### config.mk
export PLATFORM = sky130hd
export DESIGN_NAME = unified_mem_arbiter_flat
export DESIGN_NICKNAME = d
export VERILOG_FILES = /design/src/rtl/unified_mem_arbiter_pkg.sv /design/src/rtl/unified_mem_arbiter_if.sv /design/src/rtl/unified_mem_arbiter_prio.sv /design/src/rtl/unified_mem_arbiter.sv /design/src/flat_wrapper.sv
export SDC_FILE = /design/constraint.sdc
export NUM_CORES = 1
export LEC_CHECK = 0
export ABC_AREA = 1
export CAP_MARGIN = 25
export CORE_AREA = 2 2 77 79
export DETAILED_ROUTE_END_ITERATION = 6
export DIE_AREA = 0 0 79 81
export MAX_ROUTING_LAYER = met4
export PLACE_DENSITY = 0.88
export RECOVER_POWER = 100
export SKIP_LAST_GASP = 1
export SYNTH_ARGS = -nofsm -noshare
export SYNTH_HDL_FRONTEND = slang
export SYNTH_SLANG_ARGS = --single-unit
### constraint.sdc
create_clock -name clk -period 2.1 [get_ports clk]
set_input_delay 0.21 -clock clk [delete_from_list [all_inputs] [get_ports clk]]
set_output_delay 0.21 -clock clk [all_outputs]
set_load 0.01 [all_outputs]
### src/rtl/unified_mem_arbiter_pkg.sv
// Shared types and defaults for the unified instruction/data memory arbiter.
package unified_mem_arbiter_pkg;

   localparam int ADDR_WIDTH_DEF = 8;
   localparam int DATA_WIDTH_DEF = 32;
   localparam int MAX_BURST_DEF  = 4;

   typedef enum logic [1:0] {
      OWN_NONE = 2'd0,
      OWN_IF   = 2'd1,
      OWN_D    = 2'd2
   } resp_owner_t;

   function automatic int cnt_width(input int max_burst);
      return $clog2(max_burst + 1);
   endfunction

endpackage

### src/rtl/unified_mem_arbiter_if.sv
// Fetch, load/store and memory-macro signals of the unified memory arbiter.
interface unified_mem_arbiter_if #(
   parameter int ADDR_WIDTH = 8,
   parameter int DATA_WIDTH = 32
);
   localparam int BEW = DATA_WIDTH / 8;

   logic                  if_req;
   logic [ADDR_WIDTH-1:0] if_addr;
   logic                  if_gnt;
   logic                  if_rvalid;
   logic [DATA_WIDTH-1:0] if_rdata;
   logic                  if_err;

   logic                  d_req;
   logic                  d_we;
   logic [BEW-1:0]        d_be;
   logic [ADDR_WIDTH-1:0] d_addr;
   logic [DATA_WIDTH-1:0] d_wdata;
   logic                  d_gnt;
   logic                  d_rvalid;
   logic [DATA_WIDTH-1:0] d_rdata;

   logic                  mem_req;
   logic                  mem_we;
   logic [BEW-1:0]        mem_be;
   logic [ADDR_WIDTH-3:0] mem_addr;
   logic [DATA_WIDTH-1:0] mem_wdata;
   logic [DATA_WIDTH-1:0] mem_rdata;

   modport slave (
      input  if_req, if_addr,
      output if_gnt, if_rvalid, if_rdata, if_err,
      input  d_req, d_we, d_be, d_addr, d_wdata,
      output d_gnt, d_rvalid, d_rdata,
      output mem_req, mem_we, mem_be, mem_addr, mem_wdata,
      input  mem_rdata
   );

   modport master (
      output if_req, if_addr,
      input  if_gnt, if_rvalid, if_rdata, if_err,
      output d_req, d_we, d_be, d_addr, d_wdata,
      input  d_gnt, d_rvalid, d_rdata,
      input  mem_req, mem_we, mem_be, mem_addr, mem_wdata,
      output mem_rdata
   );

endinterface

### src/rtl/unified_mem_arbiter_prio.sv
// Grant decision: data wins unless fetch has waited MAX_BURST data grants.
module unified_mem_arbiter_prio #(
   parameter int MAX_BURST = 4,
   parameter int CW        = $clog2(MAX_BURST + 1)
) (
   input  logic          if_req_i,
   input  logic          d_req_i,
   input  logic [CW-1:0] burst_q_i,
   output logic          if_gnt_o,
   output logic          d_gnt_o,
   output logic [CW-1:0] burst_d_o
);

   logic cap;

   always_comb begin
      cap       = (burst_q_i == CW'(MAX_BURST));
      d_gnt_o   = d_req_i & ~(if_req_i & cap);
      if_gnt_o  = if_req_i & ~d_gnt_o;
      burst_d_o = '0;
      // Count only data grants that make fetch wait
      if (d_gnt_o && if_req_i) begin
         burst_d_o = cap ? burst_q_i : burst_q_i + CW'(1);
      end
   end

endmodule

### src/rtl/unified_mem_arbiter.sv
// Single-port unified memory shared by fetch and load/store ports.
module unified_mem_arbiter
   import unified_mem_arbiter_pkg::*;
#(
   parameter int ADDR_WIDTH = ADDR_WIDTH_DEF,
   parameter int DATA_WIDTH = DATA_WIDTH_DEF,
   parameter int MAX_BURST  = MAX_BURST_DEF
) (
   input  logic clk,
   input  logic res,
   unified_mem_arbiter_if.slave bus
);

   localparam int BEW = DATA_WIDTH / 8;
   localparam int CW  = cnt_width(MAX_BURST);

   logic [CW-1:0] burst_q, burst_d;
   resp_owner_t   owner_q, owner_d;
   logic          err_q, err_d;
   logic          if_gnt, d_gnt;

   unified_mem_arbiter_prio #(
      .MAX_BURST (MAX_BURST),
      .CW        (CW)
   ) u_prio (
      .if_req_i  (bus.if_req),
      .d_req_i   (bus.d_req),
      .burst_q_i (burst_q),
      .if_gnt_o  (if_gnt),
      .d_gnt_o   (d_gnt),
      .burst_d_o (burst_d)
   );

   assign bus.if_gnt = if_gnt;
   assign bus.d_gnt  = d_gnt;

   always_comb begin
      bus.mem_req   = 1'b0;
      bus.mem_we    = 1'b0;
      bus.mem_be    = '0;
      bus.mem_addr  = '0;
      bus.mem_wdata = '0;
      unique case (1'b1)
         if_gnt: begin
            bus.mem_req  = 1'b1;
            bus.mem_be   = '1;
            bus.mem_addr = bus.if_addr[ADDR_WIDTH-1:2];
         end
         d_gnt: begin
            bus.mem_req   = 1'b1;
            bus.mem_we    = bus.d_we;
            bus.mem_be    = bus.d_be;
            bus.mem_addr  = bus.d_addr[ADDR_WIDTH-1:2];
            bus.mem_wdata = bus.d_wdata;
         end
         default: ;
      endcase
   end

   always_comb begin
      owner_d = OWN_NONE;
      err_d   = 1'b0;
      unique case (1'b1)
         if_gnt: begin
            owner_d = OWN_IF;
            err_d   = (bus.if_addr[1:0] != 2'b00);
         end
         d_gnt: begin
            owner_d = bus.d_we ? OWN_NONE : OWN_D;
         end
         default: ;
      endcase
   end

   always_ff @(posedge clk) begin
      if (res) begin
         burst_q <= '0;
         owner_q <= OWN_NONE;
         err_q   <= 1'b0;
      end else begin
         burst_q <= burst_d;
         owner_q <= owner_d;
         err_q   <= err_d;
      end
   end

   always_comb begin
      bus.if_rvalid = (owner_q == OWN_IF);
      bus.d_rvalid  = (owner_q == OWN_D);
      bus.if_err    = bus.if_rvalid & err_q;
      bus.if_rdata  = bus.if_rvalid ? bus.mem_rdata : '0;
      bus.d_rdata   = bus.d_rvalid ? bus.mem_rdata : '0;
   end

   // Data accesses are word-aligned by the core; low bits are ignored
   logic unused_d_addr;
   assign unused_d_addr = ^bus.d_addr[1:0];

endmodule

### src/flat_wrapper.sv
// flat-port wrapper written by rule: the top's interface ports become plain ports
module unified_mem_arbiter_flat import unified_mem_arbiter_pkg::*;
#(
   parameter int ADDR_WIDTH = ADDR_WIDTH_DEF,
   parameter int DATA_WIDTH = DATA_WIDTH_DEF,
   parameter int MAX_BURST  = MAX_BURST_DEF
)
  (clk, res, bus_if_req, bus_if_addr, bus_if_gnt, bus_if_rvalid, bus_if_rdata, bus_if_err, bus_d_req, bus_d_we, bus_d_be, bus_d_addr, bus_d_wdata, bus_d_gnt, bus_d_rvalid, bus_d_rdata, bus_mem_req, bus_mem_we, bus_mem_be, bus_mem_addr, bus_mem_wdata, bus_mem_rdata);
  unified_mem_arbiter_if #(.ADDR_WIDTH(ADDR_WIDTH), .DATA_WIDTH(DATA_WIDTH)) bus_i ();
  input  logic clk;
  input  logic res;
  input wire logic [$bits(bus_i.if_req)-1:0] bus_if_req;
  input wire logic [$bits(bus_i.if_addr)-1:0] bus_if_addr;
  output wire logic [$bits(bus_i.if_gnt)-1:0] bus_if_gnt;
  output wire logic [$bits(bus_i.if_rvalid)-1:0] bus_if_rvalid;
  output wire logic [$bits(bus_i.if_rdata)-1:0] bus_if_rdata;
  output wire logic [$bits(bus_i.if_err)-1:0] bus_if_err;
  input wire logic [$bits(bus_i.d_req)-1:0] bus_d_req;
  input wire logic [$bits(bus_i.d_we)-1:0] bus_d_we;
  input wire logic [$bits(bus_i.d_be)-1:0] bus_d_be;
  input wire logic [$bits(bus_i.d_addr)-1:0] bus_d_addr;
  input wire logic [$bits(bus_i.d_wdata)-1:0] bus_d_wdata;
  output wire logic [$bits(bus_i.d_gnt)-1:0] bus_d_gnt;
  output wire logic [$bits(bus_i.d_rvalid)-1:0] bus_d_rvalid;
  output wire logic [$bits(bus_i.d_rdata)-1:0] bus_d_rdata;
  output wire logic [$bits(bus_i.mem_req)-1:0] bus_mem_req;
  output wire logic [$bits(bus_i.mem_we)-1:0] bus_mem_we;
  output wire logic [$bits(bus_i.mem_be)-1:0] bus_mem_be;
  output wire logic [$bits(bus_i.mem_addr)-1:0] bus_mem_addr;
  output wire logic [$bits(bus_i.mem_wdata)-1:0] bus_mem_wdata;
  input wire logic [$bits(bus_i.mem_rdata)-1:0] bus_mem_rdata;
  assign bus_i.if_req = bus_if_req;
  assign bus_i.if_addr = bus_if_addr;
  assign bus_if_gnt = bus_i.if_gnt;
  assign bus_if_rvalid = bus_i.if_rvalid;
  assign bus_if_rdata = bus_i.if_rdata;
  assign bus_if_err = bus_i.if_err;
  assign bus_i.d_req = bus_d_req;
  assign bus_i.d_we = bus_d_we;
  assign bus_i.d_be = bus_d_be;
  assign bus_i.d_addr = bus_d_addr;
  assign bus_i.d_wdata = bus_d_wdata;
  assign bus_d_gnt = bus_i.d_gnt;
  assign bus_d_rvalid = bus_i.d_rvalid;
  assign bus_d_rdata = bus_i.d_rdata;
  assign bus_mem_req = bus_i.mem_req;
  assign bus_mem_we = bus_i.mem_we;
  assign bus_mem_be = bus_i.mem_be;
  assign bus_mem_addr = bus_i.mem_addr;
  assign bus_mem_wdata = bus_i.mem_wdata;
  assign bus_i.mem_rdata = bus_mem_rdata;
  unified_mem_arbiter #(.ADDR_WIDTH(ADDR_WIDTH), .DATA_WIDTH(DATA_WIDTH), .MAX_BURST(MAX_BURST)) u_core (.clk(clk), .res(res), .bus(bus_i));
endmodule
---- After elaboration in Yosys (flattened, before gate mapping) ----
Index checks and enable logic that the tools add are counted.
word-level totals
  word-level logic and storage cells ...... 29
  register bits ........................... 6
  RAM bits ................................ 0
  memories ................................ 0
  ROM bits ................................ 0
  input port bits ......................... 89
  latch bits .............................. 0
  output and inout bits ................... 113
cells by class
  $add $sub $neg .......................... 1
  equality and inequality tests ........... 3
  shift-type cells ........................ 0
  reductions and logical operators ........ 5
  bitwise logic cells ..................... 8
  multiplexer cells ....................... 9
  div/mod/pow operators ................... 0
  $mul .................................... 0
  magnitude comparators ................... 0
operators with widths
  cell                   count
  $mux W32               3
  $pmux W6 S2            1
  $pmux W4 S2            1
  $reduce_or A2 Y1       3
  $and A1 B1 Y1          4
  $not A1 Y1             4
  $pmux W2 S2            1
  $add A3 B1 Y3 const B  1
  $eq A3 B3 Y1 const B   1
  $eq A2 B1 Y1 const B   1
  $eq A2 B2 Y1 const B   1
  $mux W1                2
  $mux W2                1
  $reduce_bool A2 Y1     1
  $logic_and A1 B1 Y1    1

---- Longest topological paths before layout ----
  word-level depth ........................ 8
  mapped depth ............................ 8
  gate-level depth less buffers ........... 7

---- Hierarchy ----
Synthesis repeated with hierarchy kept, for this count alone.
unflattened totals
  cells, all modules ...................... 250
  area, all modules ....................... 1184.9 um^2
by module, submodules not included
  module                    area each (um^2)  cells an instance  instances  seq. area each (um^2)
  unified_mem_arbiter       1078.5            229                1          120.1
  unified_mem_arbiter_prio  106.4             21                 1          0.0

---- Least setup slack after synthesis ----
OpenSTA, ideal clock, no wires.
  kind .................................... register -> output
  start point ............................. register u_core.burst_q[0]
  end point ............................... output bus_mem_wdata[10]
  path slack .............................. 0.757 ns
  buffers on the path ..................... 1
  arrival time ............................ 1.133 ns
  stages on the path, launching flop included .. 7
  cell sequence ........................... dfxtp_1 > inv_1 > ha_1 > nand3_1 > nand2_2 > buf_2 > nor2_1
on the way
  longest elaborated chain between the ends .. 5
RTL lines
  item                    RTL line                        source
  start, declared         unified_mem_arbiter.sv:17       logic [CW-1:0] burst_q, burst_d;
  start signal, assigned  unified_mem_arbiter.sv:81       burst_q <= burst_d;
  $eq A3 B3 Y1            unified_mem_arbiter_prio.sv:17  cap = (burst_q_i == CW'(MAX_BURST));
  $and A1 B1 Y1           unified_mem_arbiter_prio.sv:18  d_gnt_o = d_req_i & ~(if_req_i & cap);
  $not A1 Y1              unified_mem_arbiter_prio.sv:18
  $and A1 B1 Y1           unified_mem_arbiter_prio.sv:18
  $mux W32                unified_mem_arbiter.sv:43       unique case (1'b1)
  end, declared           flat_wrapper.sv:30              output wire logic [$bits(bus_i.mem_wdata)-1:0] bus_mem_wdata;
Every way passes these cells.

---- Worst setup path in the final report ----
  start point ............................. register u_core.burst_q[0]
  end point ............................... output bus_d_gnt
on the way
  longest elaborated chain between the ends .. 4
RTL lines
  item           RTL line                        source
  $eq A3 B3 Y1   unified_mem_arbiter_prio.sv:17
  $and A1 B1 Y1  unified_mem_arbiter_prio.sv:18
  $not A1 Y1     unified_mem_arbiter_prio.sv:18
  $and A1 B1 Y1  unified_mem_arbiter_prio.sv:18
  end, declared  flat_wrapper.sv:23              output wire logic [$bits(bus_i.d_gnt)-1:0] bus_d_gnt;
Every way passes these cells.

==> summary.txt <==
Status
  – Status: finished clean

Setup path
  – R2r setup slk: between 600 and 700 ps
  – Critical path type: flop to output pin
  – CP endpoint kind: output pin
  – Setup crit start: u_core.burst_q[0]$_SDFFE_PP0P_
  – CP startpoint kind: flop
  – Data arrival, critical path: approximately 1800 ps
  – Worst Setup EP: bus_d_gnt
  – Critical R2R Capture: u_core.err_q$_SDFF_PP0_
  – Worst path required time: 1890 ps
  – CP max FO: 11
  – Worst reg-to-reg path cell count: 8
  – Reg2reg start: u_core.burst_q[0]$_SDFFE_PP0P_

STA
  – Hold Violations, Final: 0
  – Fmax achieved: about 510 MHz
  – Setup TNS: 0 ps
  – Final setup fails: 0
  – Fin Hold WS: ~510 ps
  – RSZ-0062 raised after global routing: false
  – Worst-Margin Slew: 519.8 ps
  – Tcrit/Tclk final: about 94%
  – Final Slew Violations: 0
  – Clock Skews: ~0.20 ps
  – Tmin final: ~2000 ps
  – Slew headroom: 65.30%

GRT
  – Total gr overflow: 0
  – Tot GR Track Use: between 10% and 20%
  – Global-route wire length before repair: ~8000 µm
  – Number of global-route vias before repair: 1789
  – Largest net degree at the start of global routing: 34
  – Initial antenna violation count: 0

CTS
  – Reg clk slew, reported paths: about 30 ps
  – CTS tree: done
  – H-tree depth: 1
  – Clock Root Buffer: clkbuf_8
  – CTS sink cnt: 6
  – CTS max path bufs: 2
  – Cts bufs inserted: 3
  – Clk Latency, worst-skew pair: about 220 ps
  – Cts hold-fix bufs: 0

Detailed routing
  – DRC Markers: 0
  – Routed len/inst: 10.80 µm
  – Number of detailed-route iterations in the first pass: 4
  – Vias: 1987
  – Post-DR vias/cell: 3.904
  – DRT iter0 DRCs: 50
  – Final ANT Viol Nets: 0
  – Routed wire length: between 5000 and 6000 µm

Yosys
  – Mapped Cells: between 200 and 250
  – Synth warnings: 0
  – Post-Syn Area: 1064 µm²
  – Flops & latches, synth: 6
  – Seq/Total Area, Yosys: between 10 and 15%
  – Area fraction of the dominant cell type after synthesis: between 30 and 40%
  – Mean Syn Cell Area: 4.487 µm²
  – Synth area leader: nor2_1
  – Syn_nets: between 300 and 400
  – Post-synth cell types: 19
  – Area contributors post-synth: nor2_1, inv_1, dfxtp_1

Job
  – Max-cap violations: 0

Floorplan
  – Die Span Y: between 80 and 90 µm
  – Num rows: 28
  – Core area: around 5700 µm²
  – Chip Width: about 80 µm
  – I/O Pins: roughly 200
  – Initial Util: about a fifth
  – DIE AREA: 6399 µm²

Placement
  – GP Congestion: between 0.7 and 0.8
  – Placed wire-length estimate: ~4600 µm
  – I/O Buffers: between 150 and 200

Pwr
  – PwrDens: 240.8 nW/µm²
  – Peak VDD IR: roughly 0.18 mV
  – Leak pwr: 1.730 nW

Hold path
  – Worst hold path type: flop to flop

Layout
  – Footprint of the multi-input gates: 603.1 µm²
  – Fill cell count: 579
  – Area Growth Syn to Fin: 187.8%
  – Antenna diodes: 0
  – Post-layout util: between 50% and 60%
  – Final net count: around 530
  – Layout cell share with drive strength beyond 1: 3.687%
  – Register area: around 120 µm²
==> what timing repair did <==
| action | CTS | global route |
|---|---|---|
| endpoints found under the setup margin | 16 | 35 |
| gates resized for setup | 11 | 35 |
| buffers inserted | 2 | 0 |
| pin swaps | 1 | 0 |
==> metal layers <==
metal / track usage, % / vias up / wire length [µm]
met5: - / - / 0
met4: 5.862 / 0 / 114
met3: 2.667 / 8 / 557
met2: 30.85 / 129 / 2880
met1: 15.30 / 822 / 1942
li1: - / 1028 / -
==> cell usage in the layout, fill, tap and decap left out, types with 2 or more instances in the layout <==
cell type / synthesis / routed
clkbuf_8: 0 / 3
inv_1: 73 / 73
nand2_2: 3 / 2
dlygate4sd3_1: 0 / 62
inv_2: 3 / 3
dlygate4sd2_1: 0 / 10
clkdlybuf4s25_1: 0 / 14
nand3_1: 2 / 2
buf_12: 0 / 2
a21oi_1: 2 / 2
clkbuf_1: 3 / 20
nor2_1: 101 / 101
nand2_1: 29 / 30
clkdlybuf4s50_1: 0 / 92
dfxtp_1: 6 / 6
buf_4: 1 / 2
==> report_power, final <==
group	internal (mW)	leakage, nW	total, mW	switching [mW]
logic	0.265	1.66	0.451	0.185
registers	0.118	0.0489	0.119	0.00136
clock network	0.123	0.0216	0.167	0.0443
==> logic make-up (layout without fill, tap and decap cells) <==
family | count (synthesis) | in the layout | share of synthesized area (%)
AO/OA/AOI/OAI | 3 | 3 | 2.471
XOR/XNOR | 2 | 2 | 1.647
adder cells (fa/ha/maj) | 2 | 2 | 2.353
flip-flops | 6 | 6 | 11.29
AND/OR/NAND/NOR | 138 | 138 | 50.24
buffers and inverters | 86 | 283 | 32.00
==> state kept, by name (all words and copies together), names as in the netlist <==
register	count
u_core.burst_q	3
u_core.owner_q	2
u_core.err_q	1
==> Yosys cell counts, drive strengths merged <==
master,n
nor2,102
inv,76
nand2,32
buf,7
dfxtp,6
a21oi,3
clkbuf,3
ha,2
nand3,2
nand4,1
nor3,1
xnor2,1
xor2,1
==> cell type report <==
cell class	count	share of cell area, %
multi-input cells	145	19.71
repair buffers	204	62.63
inverters	76	9.321
well taps	75	3.066
clock buffers	3	1.349
flip-flops and latches	6	3.925
==> critical path, stage by stage (launching register included) <==
cell	delay, ps
dfxtp_1	330
inv_1	80
ha_2	200
nand3_1	90
nand2_2	90
inv_2	180
clkdlybuf4s50_1	570
==> worst min-delay path by stage <==
stage / end / depth (start not counted) / from / slack (ps)
global placement: u_core.burst_q[1]$_SDFFE_PP0P_ / 2 / u_core.burst_q[1]$_SDFFE_PP0P_ / 490
finish: u_core.burst_q[1]$_SDFFE_PP0P_ / 2 / u_core.burst_q[1]$_SDFFE_PP0P_ / 510
global route: u_core.burst_q[1]$_SDFFE_PP0P_ / 2 / u_core.burst_q[1]$_SDFFE_PP0P_ / 550
CTS: u_core.burst_q[1]$_SDFFE_PP0P_ / 2 / u_core.burst_q[1]$_SDFFE_PP0P_ / 510
floorplan: u_core.owner_q[1]$_SDFF_PP0_ / 1 / res / 290
detailed placement: u_core.burst_q[1]$_SDFFE_PP0P_ / 2 / u_core.burst_q[1]$_SDFFE_PP0P_ / 510
==> stage by stage <==
step	power, mW	setup slack [ps]	instances	cell area (µm²)
CTS	0.7873	23.76	509	3188
finish	0.7371	124.0	509	3060
global route	0.7879	14.46	509	3060
global placement	0.6134	49.56	504	3129
detailed placement	0.6207	32.86	504	3129
floorplan	0.2770	757.2	237	1064
Note: power is estimated with default switching activity, not from simulation.
